==> config.mk <==
export PLATFORM = sky130hd
export DESIGN_NAME = uart_rx
export DESIGN_NICKNAME = d
export VERILOG_FILES = /design/src/rtl/uart_rx.sv
export SDC_FILE = /design/constraint.sdc
export NUM_CORES = 1
export LEC_CHECK = 0
export CAP_MARGIN = 20
export CORE_MARGIN = 5
export CORE_UTILIZATION = 55
export DETAILED_ROUTE_END_ITERATION = 8
export PLACE_DENSITY = 0.83
export SKIP_CTS_REPAIR_TIMING = 1
export SLEW_MARGIN = 20
export SYNTH_ARGS = -nofsm -noshare
export SYNTH_HDL_FRONTEND = slang
export SYNTH_SLANG_ARGS = --single-unit
==> constraint.sdc <==
create_clock -name Clk -period 2.3 [get_ports Clk]
set_input_delay 0.575 -clock Clk [delete_from_list [all_inputs] [get_ports Clk]]
set_output_delay 0.575 -clock Clk [all_outputs]
set_load 0.03 [all_outputs]
==> src/rtl/uart_rx.sv <==
// UART receive deserialiser: 2-flop input synchroniser, oversampled start/data/stop
// framing on the shared baud Tick strobe, right-aligned word output with framing-error flag.
module uart_rx #(
    parameter int OVS = 4
) (
    input  logic       Clk,
    input  logic       Rst,
    input  logic       Tick,
    input  logic       Rx,
    input  logic [3:0] NBits,
    output logic [7:0] RxData,
    output logic       RxDone,
    output logic       FrameErr,
    output logic       Busy
);

    localparam int TW = (OVS > 1) ? $clog2(OVS) : 1;
    localparam logic [TW-1:0] TICK_MID  = TW'(OVS / 2 - 1);
    localparam logic [TW-1:0] TICK_LAST = TW'(OVS - 1);

    typedef enum logic [1:0] {
        IDLE,
        START,
        DATA,
        STOP
    } state_t;

    logic [1:0]    sync_reg;
    logic          rx_s;

    state_t        state_reg, state_next;
    logic [TW-1:0] tick_cnt_reg, tick_cnt_next;
    logic [2:0]    bit_cnt_reg, bit_cnt_next;
    logic [3:0]    nb_reg, nb_next;
    logic [7:0]    sr_reg, sr_next;
    logic [7:0]    rx_data_reg, rx_data_next;
    logic          frame_err_reg, frame_err_next;
    logic          rx_done_reg, rx_done_next;

    // Line idles high, so the synchroniser resets to 1 to avoid a false start edge.
    always_ff @(posedge Clk or posedge Rst) begin
        if (Rst) begin
            sync_reg <= 2'b11;
        end else begin
            sync_reg <= {sync_reg[0], Rx};
        end
    end

    assign rx_s = sync_reg[1];

    always_ff @(posedge Clk or posedge Rst) begin
        if (Rst) begin
            state_reg     <= IDLE;
            tick_cnt_reg  <= '0;
            bit_cnt_reg   <= '0;
            nb_reg        <= 4'd8;
            sr_reg        <= '0;
            rx_data_reg   <= '0;
            frame_err_reg <= 1'b0;
            rx_done_reg   <= 1'b0;
        end else begin
            state_reg     <= state_next;
            tick_cnt_reg  <= tick_cnt_next;
            bit_cnt_reg   <= bit_cnt_next;
            nb_reg        <= nb_next;
            sr_reg        <= sr_next;
            rx_data_reg   <= rx_data_next;
            frame_err_reg <= frame_err_next;
            rx_done_reg   <= rx_done_next;
        end
    end

    always_comb begin
        state_next     = state_reg;
        tick_cnt_next  = tick_cnt_reg;
        bit_cnt_next   = bit_cnt_reg;
        nb_next        = nb_reg;
        sr_next        = sr_reg;
        rx_data_next   = rx_data_reg;
        frame_err_next = frame_err_reg;
        rx_done_next   = 1'b0;

        case (state_reg)
            IDLE: begin
                if (Tick && !rx_s) begin
                    state_next    = START;
                    tick_cnt_next = '0;
                    sr_next       = '0;
                    nb_next       = (NBits >= 4'd5 && NBits <= 4'd8) ? NBits : 4'd8;
                end
            end

            START: begin
                if (Tick) begin
                    if (tick_cnt_reg == TICK_MID) begin
                        // A start bit that is high again at mid-bit is treated as a glitch.
                        if (!rx_s) begin
                            state_next    = DATA;
                            tick_cnt_next = '0;
                            bit_cnt_next  = '0;
                        end else begin
                            state_next = IDLE;
                        end
                    end else begin
                        tick_cnt_next = tick_cnt_reg + TW'(1);
                    end
                end
            end

            DATA: begin
                if (Tick) begin
                    if (tick_cnt_reg == TICK_LAST) begin
                        sr_next       = {rx_s, sr_reg[7:1]};
                        tick_cnt_next = '0;
                        bit_cnt_next  = bit_cnt_reg + 3'd1;
                        if (bit_cnt_reg == 3'(nb_reg - 4'd1)) begin
                            state_next = STOP;
                        end
                    end else begin
                        tick_cnt_next = tick_cnt_reg + TW'(1);
                    end
                end
            end

            STOP: begin
                if (Tick) begin
                    if (tick_cnt_reg == TICK_LAST) begin
                        // Short words were shifted in from the top; realign to bit 0.
                        rx_data_next   = sr_reg >> (4'd8 - nb_reg);
                        frame_err_next = ~rx_s;
                        rx_done_next   = 1'b1;
                        tick_cnt_next  = '0;
                        state_next     = IDLE;
                    end else begin
                        tick_cnt_next = tick_cnt_reg + TW'(1);
                    end
                end
            end

            default: begin
                state_next = IDLE;
            end
        endcase
    end

    assign RxData   = rx_data_reg;
    assign RxDone   = rx_done_reg;
    assign FrameErr = frame_err_reg;
    assign Busy     = (state_reg != IDLE);

endmodule

==> Word-level counts from Yosys, hierarchy flattened <==
Cells that the tools add are included.
{ "totals": {"regBits": 31, "inputBits": 8, "output_inout_bits": 11, "elab_cells": 79} }
{ "classes": {"add_sub_neg": 4, "magnitude_cmp": 2, "n_eq_ne": 17, "n_shift": 1, "n_mux": 31, "bitwise": 1, "n_reduce_logical": 14} }
{ "op_table": {"columns": ["cell", "count"], "rows": [
  ["2-bit 2-to-1 mux", 15],
  ["8-bit 2-to-1 mux", 3],
  ["2-bit inequality test (second input constant)", 9],
  ["8-bit case mux with 2 select lines", 1],
  ["3-bit 2-to-1 mux", 5],
  ["2-bit case mux with 4 select lines", 1],
  ["4-bit AND reduction", 2],
  ["8-bit AND reduction", 1],
  ["8-bit by 4-bit right shift with 8-bit output", 1],
  ["2-bit == test (second input constant)", 3],
  ["2-bit case mux with 3 select lines", 1],
  ["3-bit case mux with 2 select lines", 1],
  ["6-bit AND reduction", 1],
  ["2-bit nonzero test", 3],
  ["2-bit by 1-bit == test with 1-bit output (second input constant)", 2],
  ["4-bit by 3-bit >= comparator with 1-bit output (second input constant)", 1],
  ["4-bit less-or-equal comparator (second input constant)", 1],
  ["4-bit 2-to-1 mux", 1],
  ["4-bit subtractor (first input constant)", 1],
  ["3-bit by 1-bit adder with 3-bit output (second input constant)", 1],
  ["3-bit == test", 1],
  ["1-bit 2-to-1 mux", 3],
  ["3-bit inequality test (second input constant)", 1],
  ["3-bit AND reduction", 1],
  ["other kinds (9)", 10]
]} }

==> Longest topological paths before layout <==
Gate-level depths: netlist of run 1.
{ "logic_depth": {"depth_word": 6, "mapped_depth": 8, "depth_no_buf": 6} }

==> Least setup slack after synthesis of run 1 <==
No wires, ideal clock.
{ "synth_path": {"path_kind": "register to register", "start": "reg nb_reg[0]", "end": "reg rx_data_reg[0] (netlist: RxData[0])", "setup_time_ps": 76, "arrival_time_ps": 1697, "t_required_ps": 2224, "setup_slack_ps": 526, "path_stages_with_launch": 9, "n_path_buf": 2, "period_less_slack_ps": 1774, "path_cell_list": "dfrtp_1 buf_2 inv_1 ha_1 buf_6 mux2i_1 mux2_2 o21a_1 o21ai_1"} }
{ "synth_between": {"elab_chain_cells": 2} }
{ "synth_rtl": {"columns": ["item", "line_no", "text"], "rows": [
  ["from (decl)", "34", "logic [3:0] nb_reg, nb_next;"],
  ["from (signal assigned)", "65", "nb_reg <= nb_next;"],
  ["4-bit subtractor", "129", "rx_data_next = sr_reg >> (4'd8 - nb_reg);"],
  ["8-bit by 4-bit right shift with 8-bit output", "129", null],
  ["to (signal assigned)", "67", "rx_data_reg <= rx_data_next;"],
  ["to (decl)", "36", "logic [7:0] rx_data_reg, rx_data_next;"]
]} }
Every way passes these cells.
A chain may end at the register's enable or synchronous reset.

==> Final worst setup path of run 1 <==
{ "layout_path": {"start": "reg tick_cnt_reg[0]", "end": "reg sr_reg[5]"} }
{ "layout_between": {"elab_chain_cells": 3} }
{ "layout_rtl": {"columns": ["item", "line_no", "text"], "rows": [
  ["from (decl)", "32", "logic [TW-1:0] tick_cnt_reg, tick_cnt_next;"],
  ["from (signal assigned)", "63", "tick_cnt_reg <= tick_cnt_next;"],
  ["2-bit == test", "112", "if (tick_cnt_reg == TICK_LAST) begin"],
  ["2-bit inequality test (no source line)", null, null],
  ["4-bit AND reduction (no source line)", null, null],
  ["to (signal assigned)", "66", "sr_reg <= sr_next;"],
  ["to (decl)", "35", "logic [7:0] sr_reg, sr_next;"]
]} }
Every way passes these cells.

==> results of run 1 <==
-- power groups by stage --
| stage | clock [µW] | sequential, µW | combinational [µW] |
|---|---|---|---|
| floorplan | 0 | 842 | 578 |
| global placement | 0 | 836 | 758 |
| detailed placement | 0 | 851 | 792 |
| CTS | 299 | 839 | 799 |
| global route | 335 | 862 | 901 |
| finish | 292 | 838 | 794 |
-- logic make-up (layout without fill, tap and decap cells) --
kind of cell	after synthesis	count (layout)	synth area share (%)
xor+xnor	8	8	4.64
compound gates	40	40	14.0
simple gates	65	65	17.4
fa+ha+maj	6	6	4.49
mux	10	10	8.45
flops	31	31	46.6
buf+inv	16	44	4.49
-- metal layers --
layer / global-route usage, % / vias up
met3: 5.98 / 5
met1: 20.9 / 616
met5: 0 / -
met2: 28.6 / 25
li1: - / 655
met4: 6.22 / 0
-- metrics by stage --
step / utilization (%) / power, µW / hold slack (ps) / instance area, µm²
6_report: 66.1 / 1920 / 359 / 1970
5_1_grt: 66.1 / 2100 / 362 / 1970
4_1_cts: 66.1 / 1940 / 360 / 1970
3_5_place_dp: 64.4 / 1640 / 347 / 1920
3_3_place_gp: 64.4 / 1590 / 346 / 1920
2_1_floorplan: - / 1420 / 345 / 1670
-- worst min path at each step --
| stage | to | cells past startpoint |
|---|---|---|
| 6_report | sync_reg[1] | 0 |
| 5_1_grt | sync_reg[1] | 0 |
| 4_1_cts | sync_reg[1] | 0 |
| 3_5_place_dp | sync_reg[1] | 0 |
| 3_3_place_gp | sync_reg[1] | 0 |
| 2_1_floorplan | sync_reg[1] | 0 |
-- final cells by class --
cell class	instances	area [µm²]
clock buffer	7	45.0
clock inverter	1	5.00
fill	242	1010
inverter	10	37.5
multi-input combinational	129	818
sequential	31	779
tap	33	41.3
timing repair buffer	26	243
-- cell usage in the layout, fill, tap and decap left out, types with 5 or more instances in the layout --
cell / instances
xnor2_1: 5
ha_1: 6
inv_1: 10
o21ai_0: 22
dfrtp_1: 28
buf_4: 8
clkdlybuf4s50_1: 17
nand2_1: 38
nand3_1: 6
clkbuf_4: 5
-- critical path, delay by kind of cell (launching register included) --
family | cells | cell delay, ps
compound gates | 2 | 930
flops | 1 | 440
fa+ha+maj | 1 | 270
simple gates | 1 | 170
==> run_results.csv, run 1 <==
group,metric,value,unit
status,status,"completed",
drt,wl_met1,1410,µm
timing,fin_crit,1970,ps
logic_synthesis,syn_area,0.00167,mm²
setup_path,setup.worst_path.end_class,"register",
floorplan,start_util,56.2,%
setup_path,reg2reg_from,"tick_cnt_reg[0]",
logic_synthesis,avgSynthCellArea,9.50,µm²
setup_path,r2r_end,"sr_reg[5]",
logic_synthesis,async_reset_ff_share,100,%
timing,finalCritPeriodShare,85.7,%
floorplan,rows,20,
logic_synthesis,synth.net_count,190,
grt,overflow,0,
timing,maxSlewViolCount,0,
drt,dr.pass1.iters,4,
setup_path,arrival,2140,ps
setup_path,reg2reg_slack,330,ps
drt,postRouteAntennaNets,0,
pwr,power.internal,1180,µW
setup_path,worstSetupPathType,"reg2reg",
placed_design,pre_cts_slack,237,ps
logic_synthesis,ys_seq_area_share,46.6,%
timing,finalSetupViolations,0,
setup_path,crit_fanout,17,
grt,grtUsageTotal,17.3,%
logic_synthesis,ys_top_cells_by_count,"nand2_1 (38), dfrtp_1 (28), o21ai_0 (22)",
setup_path,ff2ff_path_depth,4,
timing,max_slew.worst_pin.slew,903,ps
pwr,seqPwrFrac,43.6,%
setup_path,slowest_stage,"o21ai_1",
cells_and_area,syn_to_final_growth,17.7,%
setup_path,startpoint,"tick_cnt_reg[0]",
cells_and_area,diodes,0,
clock_tree,cts_tree,"built",
pwr,clockPowerShare,15.2,%
drt,vias,1301,
grt,grt_antenna_before_repair,0,
logic_synthesis,ys_ff_latch,31,
pwr,switching_share,38.5,%
drt,wl_met2,1520,µm
drt,top_layer,"met4",
cells_and_area,drive_gt1_share,12.7,%
placed_design,routabilityCongestion,0.858,
timing,hold_violations,0,
grt,grt_pass1_wl,5610,µm
clock_tree,ctsHtreeMaxLevel,2,
logic_synthesis,syn_inst,176,
logic_synthesis,ys_types,35,
floorplan,design.core.area,0.00298,mm²
placed_design,placed_cells,229,
hold_path,min_from,"sync_reg[0]",
grt,grt_pass1_vias,1269,
floorplan,die_h,65.2,µm
clock_tree,clkSinkCount,31,
pwr,peakVddDrop,0.595,mV
drt,drc_errors,0,
timing,tns,0,ps
logic_synthesis,ys_top_cells_by_area,"dfrtp_1 (42%), nand2_1 (8.5%), o21ai_0 (6.6%)",
drt,drt_wl_total,3120,µm
timing,clock-skew-final,2.98,ps
drt,met3_length,149,µm
logic_synthesis,yosys_warnings,0,
pwr,p_per_area,976,mW/mm²
timing,slew_headroom,39.4,%
timing,timing.fmax,0.507,GHz
setup_path,max_stage_delay,700,ps
flow_run,cap_violations,0,
logic_synthesis,synth_top_area_share,41.9,%
drt,routedWlPerCell,13.2,µm
clock_tree,numCtsBuffers,5,
clock_tree,cts_buffer_depth,2,
clock_tree,path_clk_slew,90,ps
pwr,p_leak,0.000869,µW
setup_path,worst_setup_path_start_kind,"register",
clock_tree,root_buffer,"clkbuf_4",
cells_and_area,nNetsFinal,217,
logic_synthesis,synth_edf_count,0,
hold_path,hp-class,"reg2reg",
logic_synthesis,ys.flop_type,"dfrtp_1",
logic_synthesis,yosysMostFrequentCell,"nand2_1",
logic_synthesis,synth_top_cell_by_area,"dfrtp_1",
floorplan,die_area,0.00424,mm²
floorplan,fp.dieW,65.2,µm
drt,drt_iter0_markers,65,
pwr,p_switching,740,µW
placed_design,port_buffers,18,
floorplan,io-pin-count,19,
pwr,power_frac_comb,41.3,%
setup_path,worst_ep_required_time,2470,ps
grt,grt_start_max_net_pins,32,
drt,vias_per_cell,5.49,
timing,rsz0062_at_grt,"no",
setup_path,critPathCapture,"sr_reg[5]",
placed_design,dpl.hpwl,2390,µm
setup_path,worstPathCellList,"ha_1, and2_1, o21ai_1, o21ai_0",
clock_tree,clock_latency,330,ps
cells_and_area,stdcell_count,237,
timing,final.setup.worst_slack,329,ps
Power figures use the tool's default switching activity.
==> inputs of run 2 (changes only) <==
PLACE_DENSITY = not set   (was 0.83)
PLACE_DENSITY_LB_ADDON = 0.3   (was not set)
SKIP_LAST_GASP = 1   (was not set)
==> run 2 against run 1 <==
First-iteration DRC count fell by 28%; critical path depth unchanged; count of clock-buffer cells in the layout did not move; highest routed layer unchanged; wire length grew 0.64%; register-to-register slack about the same; critical endpoint unchanged; non-clock buffer count down 1; combinational power shrank 0.8%; total power is 0.26% higher; setup slack improved by 12 ps.
==> run_results.csv, run 2 (synthesis results as in run 1) <==
group,metric,value,unit
status,status,"completed",
cells_and_area,nNetsFinal,216,
timing,timing.fmax,0.510,GHz
cells_and_area,drive_gt1_share,12.3,%
grt,overflow,0,
pwr,p_leak,0.000864,µW
grt,grt_start_max_net_pins,32,
setup_path,slowest_stage,"o21ai_1",
cells_and_area,syn_to_final_growth,17.3,%
setup_path,worst_setup_path_start_kind,"register",
timing,rsz0062_at_grt,"no",
floorplan,design.core.area,0.00298,mm²
setup_path,worst_ep_required_time,2470,ps
cells_and_area,final_cell_mix,"nand2_1 (38), dfrtp_1 (28), o21ai_0 (22)",
timing,max_slew.worst_pin.slew,871,ps
cells_and_area,diodes,0,
drt,drt_iter0_markers,47,
cells_and_area,register_area,779,µm²
timing,maxSlewViolCount,0,
clock_tree,clock_latency,330,ps
cells_and_area,multiInputGateArea,818,µm²
drt,met3_length,123,µm
grt,grt_pass1_vias,1262,
placed_design,routabilityCongestion,0.855,
setup_path,r2r_end,"sr_reg[5]",
pwr,p_per_area,983,mW/mm²
setup_path,ff2ff_path_depth,4,
setup_path,crit_fanout,17,
drt,top_layer,"met4",
pwr,fin_total_pwr,1930,µW
floorplan,io-pin-count,19,
clock_tree,root_buffer,"clkbuf_4",
timing,final.setup.worst_slack,341,ps
clock_tree,clkSinkCount,31,
floorplan,start_util,56.2,%
clock_tree,numCtsBuffers,5,
drt,postRouteAntennaNets,0,
placed_design,pre_cts_slack,85.8,ps
hold_path,whs_path_depth,0,
setup_path,reg2reg_from,"tick_cnt_reg[0]",
timing,hold_violations,0,
timing,finalCritPeriodShare,85.2,%
setup_path,setup.worst_path.end_class,"register",
placed_design,port_buffers,18,
floorplan,die_area,0.00424,mm²
flow_run,cap_violations,0,
clock_tree,path_clk_slew,100,ps
setup_path,crit_family,"compound AO/OA/AOI/OAI gates",
hold_path,hp-class,"reg2reg",
timing,clock-skew-final,5.58,ps
drt,vias_per_cell,5.49,
setup_path,max_stage_delay,680,ps
drt,wl_met1,1430,µm
grt,grtUsageTotal,17.3,%
grt,grt_antenna_before_repair,0,
timing,finalSetupViolations,0,
setup_path,reg2reg_slack,340,ps
clock_tree,ctsHtreeMaxLevel,2,
cells_and_area,nFillCells,237,
drt,wl_met2,1520,µm
setup_path,arrival,2130,ps
drt,drc_errors,0,
timing,fin_crit,1960,ps
drt,vias,1295,
placed_design,dpl.hpwl,2360,µm
drt,dr.pass1.iters,4,
clock_tree,cts_buffer_depth,2,
timing,tns,0,ps
hold_path,min_from,"sync_reg[0]",
cells_and_area,final_common_cell,"nand2_1",
timing,slew_headroom,41.6,%
setup_path,worstSetupPathDepth,4,
drt,routedWlPerCell,13.3,µm
setup_path,worstSetupPathType,"reg2reg",
clock_tree,cts_tree,"built",
floorplan,rows,20,
setup_path,path_buf_inv,0,
floorplan,die_h,65.2,µm
hold_path,min_to,"sync_reg[1]",
drt,drt_wl_total,3140,µm
grt,grt_pass1_wl,5600,µm
floorplan,fp.dieW,65.2,µm
pwr,peakVddDrop,0.481,mV
setup_path,worstPathCellList,"ha_1, and2_1, o21ai_1, o21ai_0",
## run 2: cell types whose count changed in the layout (fill, tap and decap cells not counted)
| cell | previous run | this run |
|---|---|---|
| buf_4 | 8 | 7 |
## run 2: through the flow
stage | hold WS [ps] | util [%] | instance area, µm² | std cells
floorplan | 345 | - | 1670 | 176
global placement | 347 | 64.1 | 1910 | 228
detailed placement | 350 | 64.1 | 1910 | 228
CTS | 363 | 65.8 | 1960 | 236
global route | 368 | 65.9 | 1960 | 236
finish | 361 | 65.9 | 1960 | 236
## run 2: how the worst max path moves through the flow
| stage | startpoint | end | slack (ps) |
|---|---|---|---|
| after floorplan | nb_reg[0] | RxData[0] | 530 |
| after global placement | Tick | RxData[3] | 210 |
| after detailed placement | Tick | sr_reg[5] | 90 |
| after CTS | state_reg[0] | Busy | 8 |
| after global routing | tick_cnt_reg[0] | sr_reg[0] | 140 |
| final | tick_cnt_reg[0] | sr_reg[5] | 340 |
## run 2: layer usage
layer	GRT usage, %	vias up
met2	28.5	19
met5	0	-
li1	-	653
met4	8.03	0
met3	5.30	7
met1	20.8	616
## run 2: area by class of cell
| cell class | count | share of cell area, % |
|---|---|---|
| Multi-Input combinational cell | 129 | 41.7 |
| Sequential cell | 31 | 39.7 |
| Timing Repair Buffer | 25 | 12.0 |
| Clock buffer | 7 | 2.30 |
| Tap cell | 33 | 2.10 |
| Inverter | 10 | 1.91 |
| Clock inverter | 1 | 0.255 |
## run 2: report_power, final
| group | total (µW) | internal (µW) | switching, µW |
|---|---|---|---|
| logic | 788 | 378 | 410 |
| registers | 833 | 684 | 149 |
| clock network | 307 | 119 | 188 |
